<file path="src/rtl/digit_serial_adder.sv">
// digit_serial_adder: W-bit adder computed one nibble per clock through one 4-bit look-ahead slice
module Look_Ahead_Carry_Generator_4_Bit (
  input  logic [3:0] A_In,
  input  logic [3:0] B_In,
  input  logic       Carry_In,
  output logic [3:0] Sum_Out,
  output logic       Carry_Out
);
  logic [3:0] p, g;
  logic [4:0] c;
  assign p = A_In ^ B_In;
  assign g = A_In & B_In;
  assign c[0] = Carry_In;
  assign c[1] = g[0] | (p[0] & c[0]);
  assign c[2] = g[1] | (p[1] & g[0]) | (p[1] & p[0] & c[0]);
  assign c[3] = g[2] | (p[2] & g[1]) | (p[2] & p[1] & g[0]) | (p[2] & p[1] & p[0] & c[0]);
  assign c[4] = g[3] | (p[3] & g[2]) | (p[3] & p[2] & g[1]) | (p[3] & p[2] & p[1] & g[0])
              | (p[3] & p[2] & p[1] & p[0] & c[0]);
  assign Sum_Out   = p ^ c[3:0];
  assign Carry_Out = c[4];
endmodule

module digit_serial_adder #(
  parameter int NIBBLES = 4
) (
  input  logic                 Clock_In,
  input  logic                 Reset_n_In,
  input  logic                 Start_In,
  input  logic [4*NIBBLES-1:0] Data_A_In,
  input  logic [4*NIBBLES-1:0] Data_B_In,
  input  logic                 Carry_In,
  output logic                 Busy_Out,
  output logic                 Done_Out,
  output logic [4*NIBBLES-1:0] Sum_Out,
  output logic                 Carry_Out
);
  localparam int W = 4 * NIBBLES;
  typedef enum logic [1:0] {IDLE, RUN, DONE} state_t;
  state_t st_q, st_d;
  logic [W-1:0] a_q, a_d, b_q, b_d, acc_q, acc_d, sum_q, sum_d, acc_nx;
  logic [4:0] cnt_q, cnt_d;
  logic c_q, c_d, co_q, co_d, busy_q, busy_d, done_q, done_d;
  logic [3:0] s_nib;
  logic s_c, ld, run, fin;
  Look_Ahead_Carry_Generator_4_Bit u_slice (
    .A_In(a_q[3:0]), .B_In(b_q[3:0]), .Carry_In(c_q), .Sum_Out(s_nib), .Carry_Out(s_c)
  );
  // new sum nibble enters at the top while the accumulator shifts down
  assign acc_nx = W'({s_nib, acc_q} >> 4);
  always_comb begin
    ld     = (st_q == IDLE) && Start_In;
    run    = st_q == RUN;
    fin    = run && (cnt_q == 5'(NIBBLES - 1));
    st_d   = ld ? RUN : fin ? DONE : (st_q == DONE) ? IDLE : st_q;
    a_d    = ld ? Data_A_In : run ? a_q >> 4 : a_q;
    b_d    = ld ? Data_B_In : run ? b_q >> 4 : b_q;
    c_d    = ld ? Carry_In : run ? s_c : c_q;
    cnt_d  = ld ? 5'd0 : run ? cnt_q + 5'd1 : cnt_q;
    acc_d  = run ? acc_nx : acc_q;
    sum_d  = fin ? acc_nx : sum_q;
    co_d   = fin ? s_c : co_q;
    busy_d = st_d != IDLE;
    done_d = st_d == DONE;
  end
  always_ff @(posedge Clock_In or negedge Reset_n_In) begin
    if (!Reset_n_In) begin
      st_q   <= IDLE;
      a_q    <= '0;
      b_q    <= '0;
      acc_q  <= '0;
      sum_q  <= '0;
      cnt_q  <= '0;
      c_q    <= 1'b0;
      co_q   <= 1'b0;
      busy_q <= 1'b0;
      done_q <= 1'b0;
    end else begin
      st_q   <= st_d;
      a_q    <= a_d;
      b_q    <= b_d;
      acc_q  <= acc_d;
      sum_q  <= sum_d;
      cnt_q  <= cnt_d;
      c_q    <= c_d;
      co_q   <= co_d;
      busy_q <= busy_d;
      done_q <= done_d;
    end
  end
  assign Busy_Out  = busy_q;
  assign Done_Out  = done_q;
  assign Sum_Out   = sum_q;
  assign Carry_Out = co_q;
endmodule
</file>
<file path="config.mk">
export PLATFORM = sky130hd
export DESIGN_NAME = digit_serial_adder
export DESIGN_NICKNAME = d
export VERILOG_FILES = /design/src/rtl/digit_serial_adder.sv
export SDC_FILE = /design/constraint.sdc
export NUM_CORES = 1
export LEC_CHECK = 0
export CORE_UTILIZATION = 35
export CTS_CLUSTER_DIAMETER = 200
export DETAILED_ROUTE_END_ITERATION = 8
export PLACE_DENSITY_LB_ADDON = 0.1
export SYNTH_ARGS = -nofsm -noshare
export SYNTH_HDL_FRONTEND = slang
export SYNTH_SLANG_ARGS = --single-unit
</file>
<file path="constraint.sdc">
create_clock -name Clock_In -period 3 [get_ports Clock_In]
set_input_delay 0.9 -clock Clock_In [delete_from_list [all_inputs] [get_ports Clock_In]]
set_output_delay 0.9 -clock Clock_In [all_outputs]
set_load 0.03 [all_outputs]
</file>
==> reports/metrics.cfg, run 1 <==
[sta]
period_share_pct = 75.8
fin_tns_setup_ns = 0
setup_violations = 0
worst_pin_slew_ns = 0.916
hold_violations = 0
slew_viol_final = 0
rsz0062_at_grt = no
period_minus_slack_ns = 2.27
fmax_mhz = 440
slew_headroom_pct = 38.9
skew_ns = 0.0115

[floorplanning]
die_height_um = 95.6
rows = 33
die_x_um = 95.6
start_util_pct = 36.7
fp.coreArea_mm2 = 0.00834
num_io_pins = 55
dieArea_mm2 = 0.00913

[clock_network]
clock_latency_ns = 0.34
hold_buffers = 0
clockBufferDepth = 2
cts_setup_buffers = 0
post_cts_resized = 0
cts.sinks = 71
cts_root_buf = clkbuf_8
cts-buffers-inserted = 9
cts_tree = done
path_clk_slew_ns = 0.08
htreeDepth = 3

[final_layout]
drive_above_1_share_pct = 11.5
syn_to_final_growth_pct = 28.3
final_common_cell = nand2_1
diodes = 0
regArea_mm2 = 0.00178
num-fill-cells = 814
utilization_pct = 47.1
finalNetCount = 385
final_cell_mix = nand2_1, dfrtp_1, clkdlybuf4s50_1, a22oi_1
fin_area_mm2 = 0.00393
finalNonFillerCells = 453
multiInputGateArea_mm2 = 0.00119

[route]
vias = 2209
remaining_drc_errors = 0
drt_wl_total_mm = 6.25
viasPerCell = 4.88
routedWlPerCell_um = 13.8
drtPass1Iterations = 4
drt_iter0_markers = 66
drtAntennaViolNets = 0

[place]
placed_cell_area_mm2 = 0.00369
post-dp-hpwl_mm = 3.93
dp_cells = 437
portBuffers = 54
gp_congestion = 0.714

[setup_path]
cpMaxStageDelayCell = clkdlybuf4s50_1
crit_type = flip-flop to output port
arrival_ns = 1.37
cp-start-kind = flip-flop
path_cells = clkdlybuf4s50_1
cp-end-kind = output port
critPathMaxStageDelay_ns = 0.67
critPathRequiredTime_ns = 2.10
path_max_fanout = 2
critical_path_buf_inv_count = 1
crit_family = buffers and inverters

[power]
power.leakage_nw = 1.89
power_density_mw_per_mm2 = 1050
peakVddDrop_uv = 308

[logic_synthesis]
syn_area_per_cell_um2 = 10.6
synth_area_leaders = dfrtp_1, nand2_1, a22oi_1, mux2_2, ha_1
synth_edf_count = 0
synth.distinct_cells = 36
synth.net_count = 332
ys_ff_latch = 71
yosysSeqAreaShare_pct = 58.0
yosys_warnings = 0
synth.cell_area_mm2 = 0.00306
synthArstFlopShare_pct = 100
syn-instance-count = 290
synth_top_cell_area_share_pct = 58.0
yosysTopAreaCell = dfrtp_1
synth-main-ff-cell = dfrtp_1

[global_routing]
grt_max_degree = 72
grt_overflow = 0
antenna_found_initial = 0
grt_pass1_wl_mm = 10.5
grt_pass1_vias = 2182
grt.total_usage_pct = 15.4

[min_path]
hp-class = flip-flop to flip-flop

[flow_run]
cap_violations = 0

[outcome]
status = complete, no violations

==> flip-flops by register name, summed over array words and instances (netlist names) <==
name and cells:
b_q 16, st_q 2, Sum_Out 16, a_q 16, acc_q 12, c_q 1
Done_Out 1, cnt_q 5, Busy_Out 1, Carry_Out 1
==> metrics by stage <==
step           power [W]  hold WS, ns  setup slack [ns]
6_report         0.00412        0.471             0.727
5_1_grt          0.00444        0.495             0.662
4_1_cts          0.00418        0.477             0.695
3_5_place_dp     0.00324        0.459             0.521
3_3_place_gp     0.00321        0.459             0.545
2_1_floorplan    0.00271        0.442              1.19
==> area by class of cell <==
type                       count  share of cell area, %
clock buffer                  10                   3.50
clock inverter                 6                   2.74
inverter                       6                  0.573
multi-input combinational    197                   30.2
sequential                    71                   45.2
tap                          105                   3.34
timing repair buffer          58                   14.4
==> logic make-up after synthesis <==
group,synth area share (%)
xor gates and xnor gates,0.286
DFF,58.0
AOI/OAI and AO/OA,12.2
and+or+nand+nor,17.6
muxes,5.60
buffers and inverters,3.64
adders and majority gates,2.70
==> cell usage after synthesis, types with 3 or more instances <==
library cell,count
mux2_2,9
nand2_1,97
ha_1,5
a21oi_1,3
o21ai_0,11
nand3_1,11
o31ai_1,5
buf_2,5
inv_1,6
nand2b_1,3
mux2_4,4
clkbuf_1,7
dfrtp_1,71
a22oi_1,24
==> report_power, final <==
group	internal (W)	leakage, nW	switching, W
combinational	0.000676	0.847	0.000908
sequential	0.00135	0.923	0.000269
clock	0.000572	0.122	0.000350
==> worst paths after layout <==
| kind | depth (start not counted) | from | endpoint | slack [ns] |
|---|---|---|---|---|
| max reg2reg | 4 | st_q[0] | cnt_q[3] | 1.07 |
| max in group asynchronous | 1 | Reset_n_In | Sum_Out[0] | 1.71 |
| min reg2reg | 2 | acc_q[5] | acc_q[5] | 0.47 |
| min | 2 | acc_q[5] | acc_q[5] | 0.47 |
| max | 1 | Sum_Out[15] | Sum_Out[15] | 0.73 |
| min in group asynchronous | 1 | Reset_n_In | Done_Out | 0.70 |
==> layer usage <==
metal | track usage, % | wire [µm] | vias to the layer above
li1 | - | - | 1100
met1 | 20.4 | 3000 | 1041
met4 | 6.34 | 72 | 0
met5 | 0 | 0 | -
met3 | 3.67 | 301 | 6
met2 | 24.1 | 2870 | 62
Power figures use the tool's default switching activity.
==> run 2, diff against run 1 <==
==> constraint.sdc (replaced) <==
create_clock -name Clock_In -period 2.1 [get_ports Clock_In]
set_input_delay 0.63 -clock Clock_In [delete_from_list [all_inputs] [get_ports Clock_In]]
set_output_delay 0.63 -clock Clock_In [all_outputs]
set_load 0.03 [all_outputs]
==> run 2 against run 1 <==
Clock power rose by 44%. First-iteration DRC count increased by 59%. Register-to-register slack worse by 0.62 ns. Sequential power grew 43%. Total power is 45% higher. Largest cell class unchanged.
==> reports/metrics.cfg, run 2 (synthesized netlist as in run 1, its figures left out) <==
[final_layout]
diodes = 0
final_cell_mix = nand2_1, dfrtp_1, clkdlybuf4s50_1, a22oi_1
drive_above_1_share_pct = 13.0
syn_to_final_growth_pct = 31.0
final_common_cell = nand2_1
finalNetCount = 391
fin_area_mm2 = 0.00401

[floorplanning]
dieArea_mm2 = 0.00913
die_height_um = 95.6
num_io_pins = 55
die_x_um = 95.6
start_util_pct = 36.7
fp.coreArea_mm2 = 0.00834
rows = 33

[place]
placed_cell_area_mm2 = 0.00377
preCtsSetupSlack_ns = -0.0225
post-dp-hpwl_mm = 4.17
gp_congestion = 0.695
portBuffers = 54

[sta]
slew_viol_final = 0
setup_ws_ns = 0.0836
slew_headroom_pct = 76.3
setup_violations = 0
period_share_pct = 96.0
hold_violations = 0
worst_pin_slew_ns = 0.355
skew_ns = 0.00736
fmax_mhz = 496
rsz0062_at_grt = no
period_minus_slack_ns = 2.02

[clock_network]
htreeDepth = 3
post_cts_resized = 0
cts_root_buf = clkbuf_8
path_clk_slew_ns = 0.08
cts_setup_buffers = 0
clock_latency_ns = 0.34
hold_buffers = 0
cts-buffers-inserted = 9
cts.sinks = 71
clockBufferDepth = 2
cts_tree = done

[global_routing]
grt_busiest_layer = met2
antenna_found_initial = 0
met2_usage_pct = 25.3
grt_overflow = 0
grt_pass1_vias = 2220
met1_usage_pct = 20.0
use_met3_pct = 5.42
grt.total_usage_pct = 15.7
grt_max_degree = 34
grt_pass1_wl_mm = 10.8

[setup_path]
cpMaxStageDelayCell = clkdlybuf4s50_1
critPathMaxStageDelay_ns = 0.67
ff2ff_setup_slack_ns = 0.45
arrival_ns = 1.39
crit_type = flip-flop to output port
cp-end-kind = output port
crit_start = Sum_Out[13]
critPathRequiredTime_ns = 1.47
path_cells = clkdlybuf4s50_1
r2r-start = b_q[0]
crit_family = buffers and inverters
cp-start-kind = flip-flop
path_max_fanout = 2
critical_path_buf_inv_count = 1

[flow_run]
cap_violations = 0

[power]
peakVddDrop_uv = 452
power_density_mw_per_mm2 = 1490
power.leakage_nw = 1.93

[route]
drtAntennaViolNets = 0
routedWlPerCell_um = 13.7
drt_iter0_markers = 105
remaining_drc_errors = 0
vias = 2231
drtPass1Iterations = 4
drt_wl_total_mm = 6.29
viasPerCell = 4.86

[outcome]
status = complete, no violations

[min_path]
hp-class = input port to asynchronous set/reset pin

run 2: changes by cell type in the layout (fill, tap and decap cells not counted):
cell	change
buf_12	+3
buf_4	+3
run 2: worst paths after layout:
check                              endpoint  depth (start not counted)
worst min-delay path               Done_Out                          1
worst max-delay path            Sum_Out[13]                          1
min in group Clock_In                b_q[9]                          2
worst min register to register       b_q[9]                          2
max in group asynchronous         acc_q[11]                          2
worst max register to register          c_q                          4
run 2: through the flow:
step                      utilization (%)  power, W  setup TNS [ns]  instances  hold slack (ns)
after global placement               45.2   0.00465               0        443            0.458
after detailed placement             45.2   0.00472         -0.0301        443            0.463
final                                48.1   0.00598               0        459            0.172
after floorplan                         -   0.00388               0        290            0.334
after CTS                            48.1   0.00608               0        459            0.152
after global routing                 48.1   0.00646               0        459            0.161
run 2: power breakdown:
part,internal (W),switching [W]
clock network,0.000817,0.000510
registers,0.00192,0.000382
logic,0.00103,0.00132
run 2: layout make-up:
cell class                 count  area (µm²)
fill                         804        4330
sequential                    71        1780
timing repair buffer          64         651
multi-input combinational    197        1190
clock inverter                 6         108
tap                          105         131
inverter                       6        22.5
clock buffer                  10         138
run 2: layer usage:
| layer | up-vias | share of wire (%) |
|---|---|---|
| li1 | 1114 | - |
| met1 | 1047 | 48 |
| met2 | 64 | 46 |
| met3 | 6 | 4.9 |
| met4 | 0 | 0.80 |
| met5 | - | 0 |
